`src/rtl/aes_pkg.sv`:
```
// ---------------------------------------------------------------------------
// aes_pkg
//   Shared types and helpers for the AES CTR-mode stage.
//   - AES_BLK_W / AES_KEY_W : block and key widths (128 bits each)
//   - aes_blk_t / aes_key_t : 128-bit block and key types
//   - ctr_state_e           : stage FSM states
//   - ctr_mask / ctr_inc / ctr_low_ones : counter helpers that treat the low
//     ctr_w bits of a block as a counter and the upper bits as a fixed nonce.
// ---------------------------------------------------------------------------
package aes_pkg;

  localparam int AES_BLK_W = 128;
  localparam int AES_KEY_W = 128;

  typedef logic [AES_BLK_W-1:0] aes_blk_t;
  typedef logic [AES_KEY_W-1:0] aes_key_t;

  typedef enum logic [1:0] {
    UNKEYED = 2'd0,
    READY   = 2'd1,
    WAIT    = 2'd2,
    OUT     = 2'd3
  } ctr_state_e;

  // Ones in the low ctr_w bits. For ctr_w == 128 the shift yields 0 and the
  // subtraction wraps to all ones, which is exactly the full-width mask.
  function automatic aes_blk_t ctr_mask(input int ctr_w);
    return (aes_blk_t'(1) << ctr_w) - aes_blk_t'(1);
  endfunction

  // Increment the low ctr_w bits modulo 2^ctr_w; the carry out of the counter
  // field is masked off so the nonce bits never change.
  function automatic aes_blk_t ctr_inc(input aes_blk_t blk, input int ctr_w);
    aes_blk_t mask;
    mask = ctr_mask(ctr_w);
    return (blk & ~mask) | ((blk + aes_blk_t'(1)) & mask);
  endfunction

  // True when the next increment wraps the counter field back to zero.
  function automatic logic ctr_low_ones(input aes_blk_t blk, input int ctr_w);
    aes_blk_t mask;
    mask = ctr_mask(ctr_w);
    return (blk & mask) == mask;
  endfunction

endpackage

```
`src/rtl/aes_ctr_stage.sv`:
```
// ---------------------------------------------------------------------------
// aes_ctr_stage
//   CTR-mode wrapper around an external AES-128 encryption core. Holds the key
//   and counter block, drives them into the core, captures the core output as
//   keystream and XORs it with each accepted input block. One block is in
//   flight at a time; the counter advances when the result is taken.
//
// Parameters
//   CTR_W    : low counter bits incremented per block (1..128)
//   CORE_LAT : core latency in clocks (0..15), 0 for a combinational core
//
// Ports
//   clk, rst                  : clock, synchronous active-high reset
//   load, key_in, iv_in       : load key and initial counter block
//   in_valid/in_ready/in_data : input block handshake
//   out_valid/out_ready/out_data : result handshake (in_data ^ keystream)
//   core_datain, core_key     : to the AES core (counter and key registers)
//   core_dataout              : keystream from the AES core
//   ctr_wrap                  : sticky, counter field wrapped since load
//   keyed                     : a key/IV has been loaded since reset
//   blk_count                 : saturating count of output handshakes,
//                               present only when AES_CTR_STATS_EN is defined
// ---------------------------------------------------------------------------
module aes_ctr_stage
  import aes_pkg::*;
#(
  parameter int CTR_W    = 32,
  parameter int CORE_LAT = 0
) (
  input  logic                 clk,
  input  logic                 rst,
  input  logic                 load,
  input  logic [AES_KEY_W-1:0] key_in,
  input  logic [AES_BLK_W-1:0] iv_in,
  input  logic                 in_valid,
  output logic                 in_ready,
  input  logic [AES_BLK_W-1:0] in_data,
  output logic                 out_valid,
  input  logic                 out_ready,
  output logic [AES_BLK_W-1:0] out_data,
  output logic [AES_BLK_W-1:0] core_datain,
  output logic [AES_KEY_W-1:0] core_key,
  input  logic [AES_BLK_W-1:0] core_dataout,
  output logic                 ctr_wrap,
  output logic                 keyed
`ifdef AES_CTR_STATS_EN
  ,
  output logic [31:0]          blk_count
`endif
);

  localparam int WAIT_W = 4;

  ctr_state_e        state_q, state_d;
  aes_key_t          key_q, key_d;
  aes_blk_t          ctr_q, ctr_d;
  aes_blk_t          data_q, data_d;
  aes_blk_t          out_data_q, out_data_d;
  logic [WAIT_W-1:0] wait_q, wait_d;
  logic              ctr_wrap_q, ctr_wrap_d;
  logic              keyed_q, keyed_d;
`ifdef AES_CTR_STATS_EN
  logic [31:0]       blk_count_q, blk_count_d;
`endif

  // load overrides every handshake, so the events below are all gated by it.
  logic in_fire;
  logic out_fire;
  logic core_done;

  assign in_fire   = (state_q == READY) && in_valid  && !load;
  assign out_fire  = (state_q == OUT)   && out_ready && !load;
  assign core_done = (state_q == WAIT)  && (wait_q == '0) && !load;

  // -------------------------------------------------------------------------
  // State and datapath registers
  // -------------------------------------------------------------------------
  always_ff @(posedge clk) begin
    // NOTE: the data registers are reset too, because out_data, core_datain
    // and core_key must read as zero straight after reset.
    if (rst) begin
      state_q     <= UNKEYED;
      key_q       <= '0;
      ctr_q       <= '0;
      data_q      <= '0;
      out_data_q  <= '0;
      wait_q      <= '0;
      ctr_wrap_q  <= 1'b0;
      keyed_q     <= 1'b0;
`ifdef AES_CTR_STATS_EN
      blk_count_q <= '0;
`endif
    end else begin
      // NOTE: non-blocking assignments so every flop samples pre-edge values.
      state_q     <= state_d;
      key_q       <= key_d;
      ctr_q       <= ctr_d;
      data_q      <= data_d;
      out_data_q  <= out_data_d;
      wait_q      <= wait_d;
      ctr_wrap_q  <= ctr_wrap_d;
      keyed_q     <= keyed_d;
`ifdef AES_CTR_STATS_EN
      blk_count_q <= blk_count_d;
`endif
    end
  end

  // -------------------------------------------------------------------------
  // Next-state logic
  // -------------------------------------------------------------------------
  always_comb begin
    // NOTE: default first, so no path through the case leaves state_d
    // unassigned and infers a latch.
    state_d = state_q;
    if (load) begin
      state_d = READY;
    end else begin
      unique case (state_q)
        UNKEYED: state_d = UNKEYED;
        READY:   if (in_valid)          state_d = WAIT;
        WAIT:    if (wait_q == '0)      state_d = OUT;
        OUT:     if (out_ready)         state_d = READY;
        default: state_d = UNKEYED;
      endcase
    end
  end

  // -------------------------------------------------------------------------
  // Datapath next values
  // -------------------------------------------------------------------------
  always_comb begin
    key_d      = key_q;
    ctr_d      = ctr_q;
    data_d     = data_q;
    out_data_d = out_data_q;
    wait_d     = wait_q;
    ctr_wrap_d = ctr_wrap_q;
    keyed_d    = keyed_q;

    if (load) begin
      key_d      = key_in;
      ctr_d      = iv_in;
      ctr_wrap_d = 1'b0;
      keyed_d    = 1'b1;
    end

    if (in_fire) begin
      data_d = in_data;
      wait_d = WAIT_W'(CORE_LAT);
    end else if (state_q == WAIT && wait_q != '0) begin
      wait_d = wait_q - WAIT_W'(1);
    end

    // The counter is held from accept to output handshake, so the core
    // output at this edge is the keystream for the block in data_q.
    if (core_done) begin
      out_data_d = data_q ^ core_dataout;
    end

    if (out_fire) begin
      ctr_d = ctr_inc(ctr_q, CTR_W);
      if (ctr_low_ones(ctr_q, CTR_W)) begin
        ctr_wrap_d = 1'b1;
      end
    end
  end

`ifdef AES_CTR_STATS_EN
  always_comb begin
    blk_count_d = blk_count_q;
    if (load) begin
      blk_count_d = '0;
    end else if (out_fire && blk_count_q != 32'hFFFF_FFFF) begin
      blk_count_d = blk_count_q + 32'd1;
    end
  end

  assign blk_count = blk_count_q;
`endif

  // -------------------------------------------------------------------------
  // Outputs
  // -------------------------------------------------------------------------
  always_comb begin
    in_ready  = (state_q == READY);
    out_valid = (state_q == OUT);
  end

  assign out_data    = out_data_q;
  assign core_datain = ctr_q;
  assign core_key    = key_q;
  assign ctr_wrap    = ctr_wrap_q;
  assign keyed       = keyed_q;

endmodule

```
`config.mk`:
```
export PLATFORM = sky130hd
export DESIGN_NAME = aes_ctr_stage
export DESIGN_NICKNAME = d
export VERILOG_FILES = /design/src/rtl/aes_pkg.sv /design/src/rtl/aes_ctr_stage.sv
export SDC_FILE = /design/constraint.sdc
export NUM_CORES = 1
export LEC_CHECK = 0
export BUFFER_PORTS_ARGS = -buffer_cell sky130_fd_sc_hd__buf_4
export CORE_AREA = 2 2 350 352
export DETAILED_ROUTE_END_ITERATION = 6
export DIE_AREA = 0 0 352 354
export PLACE_DENSITY = 0.36
export SYNTH_ARGS = -nofsm -noshare
export SYNTH_HDL_FRONTEND = slang
export SYNTH_SLANG_ARGS = --single-unit
export TNS_END_PERCENT = 1
```
`constraint.sdc`:
```
create_clock -name clk -period 3.3 [get_ports clk]
set_input_delay 0.165 -clock clk [delete_from_list [all_inputs] [get_ports clk]]
set_output_delay 0.165 -clock clk [all_outputs]
set_load 0.1 [all_outputs]
```
==> flow_metrics.env <==
export IMPL_place_gp_congestion=0.787
export IMPL_power_density_nw_per_um2=518
export IMPL_cts_root_buf="clkbuf_16"
export IMPL_rsz0062_at_grt="no"
export IMPL_layout_area_seq_um2=10400
export IMPL_avgRoutedWirePerCell_um=18.6
export IMPL_antenna_found_initial=21
export IMPL_critPathMaxStageDelay_ns=0.76
export IMPL_grt_ovfl_total=0
export IMPL_synth_seq_cells=520
export IMPL_layout_cells_non_filler=5233
export IMPL_critPathLaunchType="flop"
export IMPL_fmax_mhz=335
export IMPL_power_switching_uw=5980
export IMPL_grt_pass1_vias=20800
export IMPL_path_buf_inv=1
export IMPL_synthTopCellsByArea="dfxtp_1, mux2i_1, nor2_1, xnor2_1, nand2_1"
export IMPL_syn2layout_area_growth_pct=83.1
export IMPL_viasPerCell=3.85
export IMPL_dp_hpwl_mm=71.9
export IMPL_hold_path_end="core_datain[2]"
export IMPL_synth_ff_type="dfxtp_1"
export IMPL_peakVddDrop_v=0.000310
export IMPL_maxCapViolCount=0
export IMPL_power_internal_uw=12900
export IMPL_ant_nets=0
export IMPL_core_area_um2=121000
export IMPL_crit_family="simple AND/OR/NAND/NOR gates"
export IMPL_cts_buffers=73
export IMPL_tritoncts="built"
export IMPL_place_inst=4549
export IMPL_rows=128
export IMPL_p_seq_share_pct=35.7
export IMPL_initial_utilization_pct=16.5
export IMPL_fin_setup_tns_ns=0
export IMPL_drv_slew=0
export IMPL_track_usage_pct=15.0
export IMPL_wirelength_mm=97.5
export IMPL_r2r_end="core_datain[21]"
export IMPL_drt_iter0_markers=898
export IMPL_min_delay_start="load"
export IMPL_r2r_start="core_datain[9]"
export IMPL_critPathMaxFanout=9
export IMPL_h_tree_depth=3
export IMPL_port_buffers=904
export IMPL_insertion_delay_ns=0.63
export IMPL_r2r_cells=5
export IMPL_clock_skew_ns=0.0247
export IMPL_clk_pin_slew_ns=0.06
export IMPL_period_share_pct=90.4
export IMPL_die_h_um=354
export IMPL_arrival_ns=3.56
export IMPL_layout_nets=4071
export IMPL_ios=905
export IMPL_synth_edf_count=0
export IMPL_grt_max_degree=120
export IMPL_grt_pass1_wl_mm=141
export IMPL_pwr_share_clk_pct=43.1
export IMPL_cp_required_ns=3.88
export IMPL_setup_worst_path_class="flop to flop"
export IMPL_worstMarginPinSlew_ns=1.03
export IMPL_setup_slack_ns=0.317
export IMPL_num_fill_cells=13000
export IMPL_r2r_setup_slack_ns=0.32
export IMPL_synth_top_area_share_pct=52.3
export IMPL_avgSynthCellArea_um2=9.25
export IMPL_die_width_um=352
export IMPL_cts_hold_buf=549
export IMPL_first_pass_iters=5
export IMPL_min_period_ns=2.98
export IMPL_p_comb_share_pct=21.2
export IMPL_drc=0
export IMPL_crit_chain="nand4_1 > or4_1 > or4b_2 > o211ai_1 > dlygate4sd3_1"
export IMPL_cts_sinks=520
export IMPL_place_ws_ns=0.824
export IMPL_multi_input_area_um2=8850
export IMPL_synth_common_cells="dfxtp_1, nor2_1, nand2_1"
export IMPL_drive_gt1_share_pct=29.5
export IMPL_hp_class="input port to flop"
export IMPL_p_leak_uw=0.0154
export IMPL_dr_total_vias=20100
export IMPL_synth_area_um2=19900
export IMPL_post_cts_buffers=0
export IMPL_ys_types=51
export IMPL_syn_inst=2153
export IMPL_synth_yosys_seq_area_share_pct=52.3
export IMPL_finalSetupViolCount=0
export IMPL_post_cts_resized=0
export IMPL_die_area_um2=125000
export IMPL_hold_violations=0
export IMPL_yosys_area_top_type="dfxtp_1"
export IMPL_cp_slowest_cell="or4_1"
export IMPL_status="complete, no violations"
export IMPL_timing_max_slew_rel_slack_pct=30.2
export IMPL_syn_nets=2676
export IMPL_async_reset_ff_share_pct=0
export IMPL_yosys_warnings=0
export IMPL_yosysMostFrequentCell="dfxtp_1"
export IMPL_cp_end_kind="flop"
export IMPL_switching_share_pct=31.7
export IMPL_clk_path_buf_depth=3
export IMPL_hold_depth=3
worst max-delay path by stage:
stage	start	end	slack, ns	cells past startpoint
after CTS	core_datain[9]	core_datain[23]	0.33	5
final	core_datain[9]	core_datain[21]	0.32	5
after detailed placement	state_q[0]	core_datain[17]	0.82	5
after global routing	core_datain[9]	core_datain[21]	0.21	5
after floorplan	state_q[0]	core_datain[17]	0.46	7
after global placement	core_datain[9]	core_datain[23]	0.85	4
layout by cell type (no fill, tap or decap), drive strengths merged, types with 14 or more instances in the layout:
master | Yosys | layout
a211oi | 136 | 136
a21oi | 134 | 134
buf | 42 | 931
clkbuf | 118 | 106
clkinv | 0 | 14
dfxtp | 520 | 520
dlygate4sd3 | 0 | 549
inv | 16 | 19
mux2i | 226 | 226
nand2 | 277 | 277
nand3 | 15 | 15
nand4 | 20 | 20
nor2 | 386 | 386
xnor2 | 132 | 132
power by group through the flow:
stage,sequential (uW),combinational (uW),clock (uW)
6_report,6740,4010,8130
5_1_grt,6770,4220,8700
4_1_cts,6740,4060,8490
3_5_place_dp,6870,3480,0
3_3_place_gp,6880,3480,0
2_1_floorplan,8460,683,0
area by class of cell:
cell class | instances | area share, %
clock inverter | 23 | 0.783
multi-input combinational | 1457 | 24.3
tap | 1625 | 5.58
sequential | 520 | 28.6
inverter | 16 | 0.165
antenna | 6 | 0.0412
timing repair buffer | 1480 | 34.6
clock buffer | 106 | 5.99
metal layers:
| metal | wire [um] | global-route usage, % |
|---|---|---|
| met1 | 40200 | 17.9 |
| met2 | 45400 | 24.4 |
| met3 | 9440 | 6.38 |
| met4 | 2350 | 4.65 |
| met5 | 93 | 0 |
stage by stage:
step	power (uW)	util [%]	cell area [um2]	hold WS (ns)
floorplan	9140	-	19900	0.301
global placement	10400	23.5	28500	0.398
detailed placement	10300	23.5	28500	0.406
CTS	19300	30.1	36400	0.0318
global route	19700	30.1	36400	0.0754
finish	18900	30.1	36500	0.0833
cells by family (layout without fill, tap and decap cells):
logic type / count (synthesis) / after routing / synth area share [%]
fa+ha+maj: 6 / 6 / 0.377
buf+inv: 176 / 1625 / 3.40
xor+xnor: 140 / 140 / 6.16
simple gates: 767 / 767 / 16.0
mux: 226 / 226 / 11.4
other cells: 0 / 6 / 0
flops: 520 / 520 / 52.3
compound gates: 318 / 318 / 10.4
worst register-to-register path: stages (launching register included):
cell and delay [ns]:
dfxtp_1 0.53, nand4_1 0.29, or4_1 0.76, or4b_2 0.69, o211ai_1 0.10, dlygate4sd3_1 0.57
state kept, by name, summed over array words and instances (netlist names):
| signal | cells |
|---|---|
| data_q | 128 |
| wait_q | 4 |
| state_q | 2 |
| out_data | 128 |
| ctr_wrap | 1 |
| core_datain | 128 |
| core_key | 128 |
| keyed | 1 |
No activity file was read; power rests on OpenSTA's default activity.
